==> src/rtl/dummy_aip_multimode.sv <==
// Parametrised dummy AIP core: host-loaded MEMIN is moved to MEMOUT through one of four transforms.
// Optional DUMMY_AIP_DELAY_EN adds a programmable idle gap (WAIT state) after each word.
module dummy_aip_multimode #(
    parameter int          DATA_WIDTH     = 32,
    parameter int          MEM_ADDR_WIDTH = 6,
    parameter logic [31:0] IP_ID          = 32'h00001002
) (
    input  logic                  clk,
    input  logic                  rst_a,
    input  logic                  en_s,
    input  logic [DATA_WIDTH-1:0] data_in,
    output logic [DATA_WIDTH-1:0] data_out,
    input  logic                  write,
    input  logic                  read,
    input  logic                  start,
    input  logic [4:0]            conf_dbus,
    output logic                  int_req
);
    localparam int AW    = MEM_ADDR_WIDTH;
    localparam int DEPTH = 2 ** AW;

    localparam logic [2:0] S_IDLE  = 3'd0;
    localparam logic [2:0] S_RUN   = 3'd1;
    localparam logic [2:0] S_FLUSH = 3'd2;
    localparam logic [2:0] S_DONE  = 3'd3;
    localparam logic [2:0] S_WAIT  = 3'd4;

    localparam logic [4:0] A_MEMIN   = 5'b00000;
    localparam logic [4:0] A_PTR_IN  = 5'b00001;
    localparam logic [4:0] A_MEMOUT  = 5'b00010;
    localparam logic [4:0] A_PTR_OUT = 5'b00011;
    localparam logic [4:0] A_CONF    = 5'b00100;
    localparam logic [4:0] A_STATUS  = 5'b11110;
    localparam logic [4:0] A_ID      = 5'b11111;

    logic [DATA_WIDTH-1:0] memin  [DEPTH];
    logic [DATA_WIDTH-1:0] memout [DEPTH];

    logic [AW-1:0]         ptr_in, ptr_out, rd_idx, wr_idx, wr_addr;
    logic [2:0]            state;
    logic                  done, int_en, rd_vld;
    logic [1:0]            mode;
    logic [7:0]            len;
    logic [DATA_WIDTH-1:0] rd_data, acc, wr_data, conf_rd, status_rd;
    logic [AW:0]           len_eff, rev_idx;
    logic                  busy, host_wr, host_rd, go, wr_en, last_rd, last_wr;
`ifdef DUMMY_AIP_DELAY_EN
    logic [15:0]           delay, dly_cnt;
`endif

    assign busy    = (state != S_IDLE);
    assign host_wr = en_s & write;
    assign host_rd = en_s & read;
    assign go      = en_s & start & ~busy;
    assign wr_en   = en_s & rd_vld;
    assign int_req = done & int_en;

    // LEN of 0 selects the whole memory, so the effective length needs one extra bit
    assign len_eff = (len[AW-1:0] == '0) ? (AW+1)'(DEPTH) : {1'b0, len[AW-1:0]};
    assign last_rd = ({1'b0, rd_idx} == len_eff - 1'b1);
    assign last_wr = ({1'b0, wr_idx} == len_eff - 1'b1);
    assign rev_idx = len_eff - 1'b1 - {1'b0, wr_idx};
    assign wr_addr = (mode == 2'b10) ? rev_idx[AW-1:0] : wr_idx;

    always_comb begin
        wr_data = rd_data;
        case (mode)
            2'b01:   wr_data = ~rd_data;
            2'b11:   wr_data = acc + rd_data;
            default: wr_data = rd_data;
        endcase
    end

    always_comb begin
        conf_rd        = '0;
        conf_rd[1:0]   = mode;
        conf_rd[2]     = int_en;
        conf_rd[15:8]  = len;
        status_rd      = '0;
        status_rd[0]   = done;
        status_rd[1]   = busy;
`ifdef DUMMY_AIP_DELAY_EN
        conf_rd[31:16] = delay;
        status_rd[2]   = (state == S_WAIT);
`endif
    end

    always_ff @(posedge clk) begin
        if (!rst_a) begin
            if (host_wr && conf_dbus == A_MEMIN && !busy) memin[ptr_in] <= data_in;
            if (wr_en) memout[wr_addr] <= wr_data;
        end
    end

    // Transfer engine: everything freezes while en_s is low, including the pending write
    always_ff @(posedge clk) begin
        if (rst_a) begin
            state   <= S_IDLE;
            rd_vld  <= 1'b0;
            rd_idx  <= '0;
            wr_idx  <= '0;
            rd_data <= '0;
            acc     <= '0;
            done    <= 1'b0;
`ifdef DUMMY_AIP_DELAY_EN
            dly_cnt <= '0;
`endif
        end else begin
            if (en_s && state == S_DONE)
                done <= 1'b1;
            else if (go || (host_wr && conf_dbus == A_STATUS && data_in[0]))
                done <= 1'b0;
            if (en_s) begin
                rd_vld <= (state == S_RUN);
                if (state == S_RUN) begin
                    rd_data <= memin[rd_idx];
                    wr_idx  <= rd_idx;
                    rd_idx  <= rd_idx + 1'b1;
                end
                if (rd_vld) acc <= acc + rd_data;
                case (state)
                    S_IDLE: if (go) begin
                        state  <= S_RUN;
                        rd_idx <= '0;
                        acc    <= '0;
                    end
                    S_RUN: begin
`ifdef DUMMY_AIP_DELAY_EN
                        if (delay != '0) begin
                            state   <= S_WAIT;
                            dly_cnt <= delay;
                        end else
`endif
                        if (last_rd) state <= S_FLUSH;
                    end
`ifdef DUMMY_AIP_DELAY_EN
                    S_WAIT: begin
                        dly_cnt <= dly_cnt - 1'b1;
                        if (dly_cnt == 16'd1) state <= last_wr ? S_FLUSH : S_RUN;
                    end
`endif
                    S_FLUSH: state <= S_DONE;
                    S_DONE:  state <= S_IDLE;
                    default: state <= S_IDLE;
                endcase
            end
        end
    end

    // Host register file and read port
    always_ff @(posedge clk) begin
        if (rst_a) begin
            data_out <= '0;
            ptr_in   <= '0;
            ptr_out  <= '0;
            mode     <= '0;
            int_en   <= 1'b0;
            len      <= '0;
`ifdef DUMMY_AIP_DELAY_EN
            delay    <= '0;
`endif
        end else begin
            if (host_rd) begin
                case (conf_dbus)
                    A_MEMOUT: if (!busy) begin
                        data_out <= memout[ptr_out];
                        ptr_out  <= ptr_out + 1'b1;
                    end
                    A_CONF:   data_out <= conf_rd;
                    A_STATUS: data_out <= status_rd;
                    A_ID:     data_out <= DATA_WIDTH'(IP_ID);
                    default:  data_out <= '0;
                endcase
            end
            if (host_wr) begin
                case (conf_dbus)
                    A_MEMIN:   if (!busy) ptr_in <= ptr_in + 1'b1;
                    A_PTR_IN:  ptr_in  <= data_in[AW-1:0];
                    A_PTR_OUT: ptr_out <= data_in[AW-1:0];
                    A_CONF: if (!busy) begin
                        mode   <= data_in[1:0];
                        int_en <= data_in[2];
                        len    <= data_in[15:8];
`ifdef DUMMY_AIP_DELAY_EN
                        delay  <= data_in[31:16];
`endif
                    end
                    default: ;
                endcase
            end
        end
    end

endmodule

==> config.mk <==
export PLATFORM = sky130hd
export DESIGN_NAME = dummy_aip_multimode
export DESIGN_NICKNAME = d
export VERILOG_FILES = /design/src/rtl/dummy_aip_multimode.sv
export SDC_FILE = /design/constraint.sdc
export NUM_CORES = 2
export LEC_CHECK = 0
export BUFFER_PORTS_ARGS = -buffer_cell sky130_fd_sc_hd__clkbuf_2
export CORE_UTILIZATION = 65
export CTS_CLUSTER_DIAMETER = 150
export DETAILED_ROUTE_END_ITERATION = 8
export GPL_TIMING_DRIVEN = 0
export PLACE_DENSITY = 0.81
export SYNTH_ARGS = -nofsm -noshare
export SYNTH_HDL_FRONTEND = slang
export SYNTH_SLANG_ARGS = --single-unit
==> constraint.sdc <==
create_clock -name clk -period 7.2 [get_ports clk]
set_input_delay 0 -clock clk [delete_from_list [all_inputs] [get_ports clk]]
set_output_delay 0 -clock clk [all_outputs]
set_load 0.1 [all_outputs]
==> impl_metrics.env <==
export IMPL_synth_largest_area_cell="edfxtp_1"
export IMPL_final_common_cell="edfxtp_1"
export IMPL_final_hold_violation_count=0
export IMPL_tightest_slew_ps=1630
export IMPL_max_freq_ghz=0.161
export IMPL_ys_ff_latch=4231
export IMPL_wirelength_um=518000
export IMPL_postSynth_asyncResetShare_pct=0
export IMPL_grt_max_degree=69
export IMPL_synthFlopType="edfxtp_1"
export IMPL_setup_ws_ps=988
export IMPL_cts_resized=0
export IMPL_wl_per_cell_um=45.5
export IMPL_gr_total_overflow=0
export IMPL_cp_arrival_ps=7100
export IMPL_pre_cts_ws_ps=2340
export IMPL_worstSkewPairLatency_ps=1000
export IMPL_drc=0
export IMPL_grt_pass1_vias=88570
export IMPL_fin_crit_ps=6210
export IMPL_rsz0062_at_grt="false"
export IMPL_p_comb_share_pct=2.9
export IMPL_slew_viol_final=131
export IMPL_hp_class="input port to flop"
export IMPL_fin_util_pct=74.8
export IMPL_cts_root_buf="clkbuf_16"
export IMPL_synth_edff_count=4096
export IMPL_dpl_cell_count=10571
export IMPL_synth_warnings=0
export IMPL_cts_tree="yes"
export IMPL_worstPathMaxFanout=10
export IMPL_syn_area_um2=163000
export IMPL_grt_pass1_wl_um=710000
export IMPL_post_cts_repair_setup_buffers=0
export IMPL_synth_avg_cell_area_um2=23.3
export IMPL_fin_crit_sh_pct=86.3
export IMPL_fin_nets=7802
export IMPL_start_util_pct=65.5
export IMPL_ios=76
export IMPL_violations="max-capacitance violations, max-slew violations"
export IMPL_clock_power_share_pct=43.2
export IMPL_die_area_um2=253000
export IMPL_relSlewSlack_pct=-8.64
export IMPL_dr_first_iter_drc_count=16283
export IMPL_power_net_switching_mw=10.6
export IMPL_cp_end_kind="flop"
export IMPL_place_hpwl_um=286000
export IMPL_grt_antenna_before_repair=37
export IMPL_synth_top_area_share_pct=75.3
export IMPL_startpoint_type="flop"
export IMPL_drtAntennaViolNets=0
export IMPL_design_area_um2=186000
export IMPL_track_usage_pct=41.7
export IMPL_htree_levels=5
export IMPL_gp_congestion=0.913
export IMPL_cap_violations=5
export IMPL_numCtsBuffers=409
export IMPL_area_growth_pct=14.1
export IMPL_drive_gt1_share_pct=30.6
export IMPL_p_sw_share_pct=21.2
export IMPL_leakagePower_nw=59.0
export IMPL_layout_common_cells="4096 x edfxtp_1, 1303 x mux4_2, 414 x clkbuf_16"
export IMPL_skew_ps=53.1
export IMPL_die_h_um=503
export IMPL_via_per_inst=7.74
export IMPL_holdWs_ps=31.9
export IMPL_post_dp_cell_area_um2=173000
export IMPL_die_w_um=503
export IMPL_drt_pass1_iterations=8
export IMPL_seq_area_frac_synth_pct=76.9
export IMPL_cts_sinks=4231
export IMPL_dr_total_vias=88083
export IMPL_p_seq_share_pct=53.8
export IMPL_outcome="complete, but fails checks"
export IMPL_io_buffers=74
export IMPL_num_rows=183
export IMPL_clockBufferDepth=4
export IMPL_power_internal_mw=39.5
export IMPL_syn_inst=7006
export IMPL_synthTopCellsByArea="edfxtp_1 75%, mux4_2 18%, dfxtp_1 1.7%"
export IMPL_finalNonFillerCells=11379
export IMPL_path_class="flop to flop"
export IMPL_ctsHoldBuffers=30
export IMPL_clkTransAtPathRegs_ps=70
export IMPL_setup_violations=0
export IMPL_core_um2=249000
export IMPL_p_per_area_nw_per_um2=269
export IMPL_ys_types=65
export IMPL_syn_num_nets=7097
export IMPL_peakVddDrop_uv=285
export IMPL_critPathRequiredTime_ps=8090
## flip-flops by register name, summed over array words and instances (netlist names), 2 cells and up
signal    cells
acc          32
data_out     32
len           8
memin      2048
memout     2048
mode          2
ptr_in        6
ptr_out       6
rd_data      32
rd_idx        6
state         2
wr_idx        6
## kinds of logic (layout without fill, tap and decap cells)
group	Yosys count	in the layout	share of synthesized area (%)
flops	4231	4231	76.9
mux	1407	1407	18.6
simple gates	517	517	1.35
buf+inv	399	1424	1.03
compound gates	352	352	1.40
xor+xnor	52	52	0.279
fa+ha+maj	48	48	0.377
other cells	0	18	0
## cell usage after synthesis (22+ instances only)
library cell / n
mux2i_1: 68
xnor2_1: 31
inv_1: 22
buf_1: 41
buf_2: 103
clkbuf_1: 221
edfxtp_1: 4096
dfxtp_1: 135
o211ai_1: 37
a21oi_1: 134
ha_1: 46
nand2_1: 156
o21ai_0: 44
mux4_2: 1303
nor2_1: 257
mux2_2: 36
a32o_1: 22
## path summary, 6_finish.rpt
path,cells after the start,slack [ps],end,start
hold / removal,2,30,memin[42][26],data_in[26]
setup / recovery,10,990,data_out[0],ptr_out[1]
hold reg to reg,2,470,acc[4],acc[4]
setup reg to reg,10,990,data_out[0],ptr_out[1]
## layer usage
| metal | share of wire (%) | vias up | GRT usage, % |
|---|---|---|---|
| met3 | 13 | 2385 | 11.8 |
| met5 | 0.059 | - | 0 |
| met2 | 48 | 9425 | 66.2 |
| li1 | - | 31427 | - |
| met4 | 9.1 | 44 | 29.8 |
| met1 | 29 | 44802 | 49.6 |
## final cells by class
type	count	area, um2
plain buffers	376	1610
diodes	18	45.0
well taps	3330	4170
flip-flops and latches	4231	126000
inverters	23	86.3
clock inverters	221	2100
multi-input cells	2376	37300
repair buffers	294	4510
fillers	11861	62900
clock buffers	510	10900
## power groups by stage
stage	Combinational, mW	Sequential [mW]	Clock [mW]
final	1.47	27.0	21.7
after detailed placement	1.33	27.5	0
after global placement	1.20	27.6	0
after floorplan	0.686	27.5	0
after global routing	1.49	27.0	22.3
after CTS	1.40	27.0	21.5
## worst max-delay path, cell delays in order, from the launching register on
cell and delay [ps]:
dfxtp_1 380, buf_2 380, clkbuf_1 1060, buf_2 550
clkbuf_1 1080, mux4_2 510, mux4_2 510, mux2i_1 500
o22ai_1 300, o21a_1 260, dlygate4sd3_1 550
## stage by stage
stage	total power, mW	TNS, ps
after floorplan	28.2	0
after global placement	28.8	-133900
after detailed placement	28.9	0
after CTS	49.9	0
after global routing	50.8	0
final	50.1	0
No activity file was read; power rests on OpenSTA's default activity.
